[config.mk]
export PLATFORM = sky130hd
export DESIGN_NAME = posit_result_buffer
export DESIGN_NICKNAME = d
export VERILOG_FILES = /design/src/rtl/posit_result_buffer.sv
export SDC_FILE = /design/constraint.sdc
export NUM_CORES = 1
export LEC_CHECK = 0
export ABC_CLOCK_PERIOD_IN_PS = 2900
export CELL_PAD_IN_SITES_DETAIL_PLACEMENT = 1
export CELL_PAD_IN_SITES_GLOBAL_PLACEMENT = 1
export CORE_MARGIN = 4
export CORE_UTILIZATION = 30
export CTS_CLUSTER_SIZE = 30
export DETAILED_ROUTE_END_ITERATION = 6
export HOLD_SLACK_MARGIN = 0.15
export PLACE_DENSITY = 0.6
export SLEW_MARGIN = 10
export SYNTH_ARGS = -nofsm -noshare
export SYNTH_HDL_FRONTEND = slang
export SYNTH_SLANG_ARGS = --single-unit
[constraint.sdc]
create_clock -name clk_i -period 2.9 [get_ports clk_i]
set_input_delay 0.435 -clock clk_i [delete_from_list [all_inputs] [get_ports clk_i]]
set_output_delay 0.435 -clock clk_i [all_outputs]
set_load 0.005 [all_outputs]
[src/rtl/posit_result_buffer.sv]
// Registered result FIFO between a posit opgroup and the writeback arbiter.
// It also keeps a sticky OR of the status flags of every retired entry.
package posit_pkg;
    typedef logic [4:0] status_t;  // {NV, DZ, OF, UF, NX}
endpackage

module posit_result_buffer #(
    parameter int  Width   = 32,
    parameter int  Depth   = 4,
    parameter type TagType = logic
) (
    input  logic                         clk_i,
    input  logic                         rst_i,
    input  logic                         flush_i,
    input  logic                         in_valid_i,
    output logic                         in_ready_o,
    input  logic [Width-1:0]             result_i,
    input  posit_pkg::status_t           status_i,
    input  logic                         extension_bit_i,
    input  TagType                       tag_i,
    output logic                         out_valid_o,
    input  logic                         out_ready_i,
    output logic [Width-1:0]             result_o,
    output posit_pkg::status_t           status_o,
    output logic                         extension_bit_o,
    output TagType                       tag_o,
    output posit_pkg::status_t           fflags_o,
    input  logic                         fflags_clr_i,
    output logic [$clog2(Depth+1)-1:0]   usage_o,
    output logic                         busy_o
);
    import posit_pkg::*;

    localparam int              PtrW    = (Depth > 1) ? $clog2(Depth) : 1;
    localparam int              CntW    = $clog2(Depth + 1);
    localparam logic [PtrW-1:0] LastPtr = PtrW'(Depth - 1);
    localparam logic [CntW-1:0] FullCnt = CntW'(Depth);

    logic [Width-1:0] r_result [Depth];
    status_t          r_status [Depth];
    logic             r_ext    [Depth];
    TagType           r_tag    [Depth];

    logic [PtrW-1:0]  r_wp;
    logic [PtrW-1:0]  r_rp;
    logic [CntW-1:0]  r_cnt;
    status_t          r_fflags;

    logic             w_full;
    logic             w_push;
    logic             w_pop;

    function automatic logic [PtrW-1:0] ptr_incr(input logic [PtrW-1:0] ptr);
        return (ptr == LastPtr) ? '0 : ptr + PtrW'(1);
    endfunction

    // Readiness deliberately ignores out_ready_i: a full buffer never takes a push.
    assign w_full      = (r_cnt == FullCnt);
    assign in_ready_o  = !w_full && !flush_i;
    assign out_valid_o = (r_cnt != '0);
    assign w_push      = in_valid_i && in_ready_o;
    assign w_pop       = out_valid_o && out_ready_i && !flush_i;

    // NOTE: state registers use non-blocking assignments so every flop samples pre-edge values.
    always_ff @(posedge clk_i or posedge rst_i) begin
        if (rst_i) begin
            r_wp  <= '0;
            r_rp  <= '0;
            r_cnt <= '0;
        end else if (flush_i) begin
            r_wp  <= '0;
            r_rp  <= '0;
            r_cnt <= '0;
        end else begin
            if (w_push) r_wp <= ptr_incr(r_wp);
            if (w_pop)  r_rp <= ptr_incr(r_rp);
            case ({w_push, w_pop})
                2'b10:   r_cnt <= r_cnt + CntW'(1);
                2'b01:   r_cnt <= r_cnt - CntW'(1);
                default: r_cnt <= r_cnt;
            endcase
        end
    end

    // NOTE: entry storage has no reset; the counter alone decides which entries are live.
    always_ff @(posedge clk_i) begin
        if (w_push) begin
            r_result[r_wp] <= result_i;
            r_status[r_wp] <= status_i;
            r_ext[r_wp]    <= extension_bit_i;
            r_tag[r_wp]    <= tag_i;
        end
    end

    // A clear coinciding with a pop keeps only the popped status.
    always_ff @(posedge clk_i or posedge rst_i) begin
        if (rst_i) begin
            r_fflags <= '0;
        end else if (fflags_clr_i) begin
            r_fflags <= w_pop ? r_status[r_rp] : '0;
        end else if (w_pop) begin
            r_fflags <= r_fflags | r_status[r_rp];
        end
    end

    assign result_o        = r_result[r_rp];
    assign status_o        = r_status[r_rp];
    assign extension_bit_o = r_ext[r_rp];
    assign tag_o           = r_tag[r_rp];
    assign fflags_o        = r_fflags;
    assign usage_o         = r_cnt;
    assign busy_o          = out_valid_o;

endmodule
==> reports/results.tsv <==
stage	metric	value	unit
critical_path	Arr. time, crit path	2310	ps
synth	Mapped Nets	333	
synth	number of flops mapped to enable cells by yosys	156	
clock_network	CTS Sinks	168	
floorplan	Die Wd	154	µm
pwr	Pleak	2.73	nW
global_routing	first-pass GRT wire length	20.3	mm
critical_path	Crit Path Max Fanout	20	
routing	DRT antenna net count	0	
routing	initial DRC count	154	
critical_path	reg2reg end	usage_o[2]	
critical_path	type of origin of the critical path	flop	
critical_path	worst r2r src	usage_o[2]	
timing	Worst Max-Slew Pin Slew	535	ps
synth	Yosys cell types	36	
global_routing	initial antenna violation count	0	
critical_path	Critical Path End Type	output port	
global_routing	largest net degree at the start of global routing	41	
clock_network	Worst-path clk slew	60	ps
placement	Placed Cells	650	
synth	Primary FF master, synth	edfxtp_1	
timing	period utilization	0.946	
floorplan	Initial Util	0.305	
routing	Vias per Instance	4.62	
routing	via count	3148	
timing	Clock Skew	8.71	ps
global_routing	grt total ovfl	0	
floorplan	Die Ht	154	µm
placement	DP Wirelength	8.02	mm
cells_and_area	Finished Layout Cells	682	
clock_network	# resized after CTS	0	
synth	Syn Area/Cell	22.7	µm²
cells_and_area	FF+latch area	4990	µm²
clock_network	CTS max path bufs	2	
cells_and_area	layout cell share with drive strength beyond 1	0.201	
critical_path	crit path kind	reg2out	
clock_network	Worst-Skew Late Latency	400	ps
placement	Final Wtd Congestion	0.709	
floorplan	FP Rows	53	
flow_run	maxcap violations	0	
pwr	cell area power density	698	nW/µm²
synth	ys async rst share	0.0714	
timing	Max Slew Vio Count	0	
clock_network	post-CTS setup buffers	0	
cells_and_area	Total Nets Final	444	
synth	FF+latch count, synth	168	
timing	final setup vio count	0	
placement	Port Buffers	94	
timing	fin crit period	2740	ps
routing	Pre-Repair DR Iteration Count	4	
floorplan	IO Pins	95	
timing	TNS Setup	0	ps
routing	# DRC	0	
min_path	Hold/Removal Path Class	in2async	
synth	post-synthesis sequential area ratio	0.777	
critical_path	R2R setup slack	340	ps
clock_network	number of hold buffers added after cts	0	
cells_and_area	fillers	2017	
timing	Slew Limit Headroom	0.643	
critical_path	Crit. Startpoint	r_rp[0]	
routing	drt wl/cell	19.1	µm
cells_and_area	synthesis-to-layout area growth	30.9	%
synth	mapped cell area	6410	µm²
floorplan	Core ar.	21000	µm²
critical_path	WP data required	2470	ps
clock_network	clock root cell	clkbuf_16	
floorplan	DIE AREA	23800	µm²
timing	fmax	364	MHz
pwr	Max rail drop VDD	356	µV
routing	WL final	13.0	mm
status	status	completed	
critical_path	Register-to-Register Path Depth	7	
synth	number of synthesis warnings	0	
cells_and_area	antenna diode count	0	
clock_network	H-tree levels	4	
global_routing	GRT Overall Usage	0.112	
timing	RSZ-0062 raised after global routing	no	
clock_network	TritonCTS clock tree	yes	
critical_path	Setup crit end	extension_bit_o	
synth	Syn Inst Count	283	
global_routing	vias in the first global route	3505	
timing	Final Hold Violating Endpoints	0	
clock_network	CTS buffer count	17	
cells_and_area	area of the multi-input gates	1300	µm²
[layout by cell type, fill, tap and decap left out, types with 2 or more instances in the layout]
cell             count
nor2_1               8
and2_2               4
o21ai_0              2
nand3_1              2
clkbuf_8             2
edfxtp_1           156
buf_12               5
clkbuf_1             3
buf_4                8
o211ai_1             2
ha_1                 4
xor2_1               3
or3_1                2
clkinvlp_4           2
dfrtp_1             10
clkinv_4             2
a22o_1               5
clkdlybuf4s50_1     94
inv_1                9
a21oi_1              2
mux4_1               7
clkbuf_16           17
bufinv_16            4
mux2_2               2
mux4_2              32
[through the flow]
stage / cell area [µm²] / total power [W] / hold slack (ps) / utilization / setup slack, ps
after global routing: 8400 / 0.00612 / 401 / 0.399 / 18.4
after detailed placement: 7760 / 0.00356 / 496 / 0.369 / 325
after CTS: 8400 / 0.00597 / 374 / 0.399 / 78.6
after global placement: 7760 / 0.00354 / 489 / 0.369 / 416
after floorplan: 6410 / 0.00317 / 300 / - / 511
final: 8400 / 0.00586 / 373 / 0.399 / 156
[critical path, stage by stage (launching register included)]
cell and delay [ps]:
dfrtp_4 580, buf_12 250, mux4_1 590, clkdlybuf4s50_1 480
[routing by layer]
metal	wire length [µm]	GRT usage
met5	0	0
met3	563	0.0361
met2	6570	0.186
met1	5780	0.146
met4	112	0.0252
[synth_stat cells, types with 2 or more instances]
cell type | n | area share
nand3_1 | 2 | 0.0016
a22o_1 | 5 | 0.0068
a21oi_1 | 2 | 0.0016
and2_1 | 5 | 0.0049
or3_1 | 2 | 0.0020
mux4_1 | 7 | 0.029
nor2_1 | 8 | 0.0047
buf_4 | 4 | 0.0047
xor2_1 | 3 | 0.0041
edfxtp_1 | 156 | 0.73
o21ai_0 | 2 | 0.0016
o211ai_1 | 2 | 0.0023
dfrtp_1 | 12 | 0.047
mux4_2 | 32 | 0.11
inv_1 | 9 | 0.0053
ha_1 | 4 | 0.0078
mux2_2 | 2 | 0.0035
buf_2 | 8 | 0.0062
[power by group]
group	switching, W	total, W	internal, W
clock	0.000874	0.00237	0.00149
sequential	0.0000415	0.00278	0.00274
combinational	0.000285	0.000710	0.000425
total	0.00120	0.00586	0.00466
[cells by family (layout without fill, tap and decap cells)]
family / count (synthesis) / in the layout / share of synthesized area
flip-flops: 168 / 168 / 0.777
multiplexers: 41 / 41 / 0.145
buffers and inverters: 24 / 148 / 0.0216
AND/OR/NAND/NOR: 22 / 22 / 0.0179
AO/OA/AOI/OAI: 20 / 20 / 0.0238
adder cells (fa/ha/maj): 5 / 5 / 0.0109
XOR/XNOR: 3 / 3 / 0.00410
[how the worst min path moves through the flow]
stage	startpoint	end	slack (ps)
2_1_floorplan	rst_i	fflags_o[0]	300
3_3_place_gp	fflags_o[3]	fflags_o[3]	490
3_5_place_dp	fflags_o[0]	fflags_o[0]	500
4_1_cts	rst_i	fflags_o[2]	370
5_1_grt	rst_i	fflags_o[2]	400
6_report	rst_i	fflags_o[2]	370
[sequential cells by signal (all words and copies together), names as in the netlist]
register  flops
r_rp          2
r_ext         4
r_wp          2
r_status     20
usage_o       3
r_result    128
fflags_o      5
r_tag         4
[layout make-up]
| cell class | count | area share |
|---|---|---|
| multi-input cells | 91 | 0.154 |
| clock buffers | 22 | 0.0553 |
| flip-flops and latches | 168 | 0.594 |
| clock inverters | 10 | 0.0198 |
| well taps | 275 | 0.0410 |
| inverters | 9 | 0.00402 |
| repair buffers | 107 | 0.131 |
No activity file was read; power rests on OpenSTA's default activity.
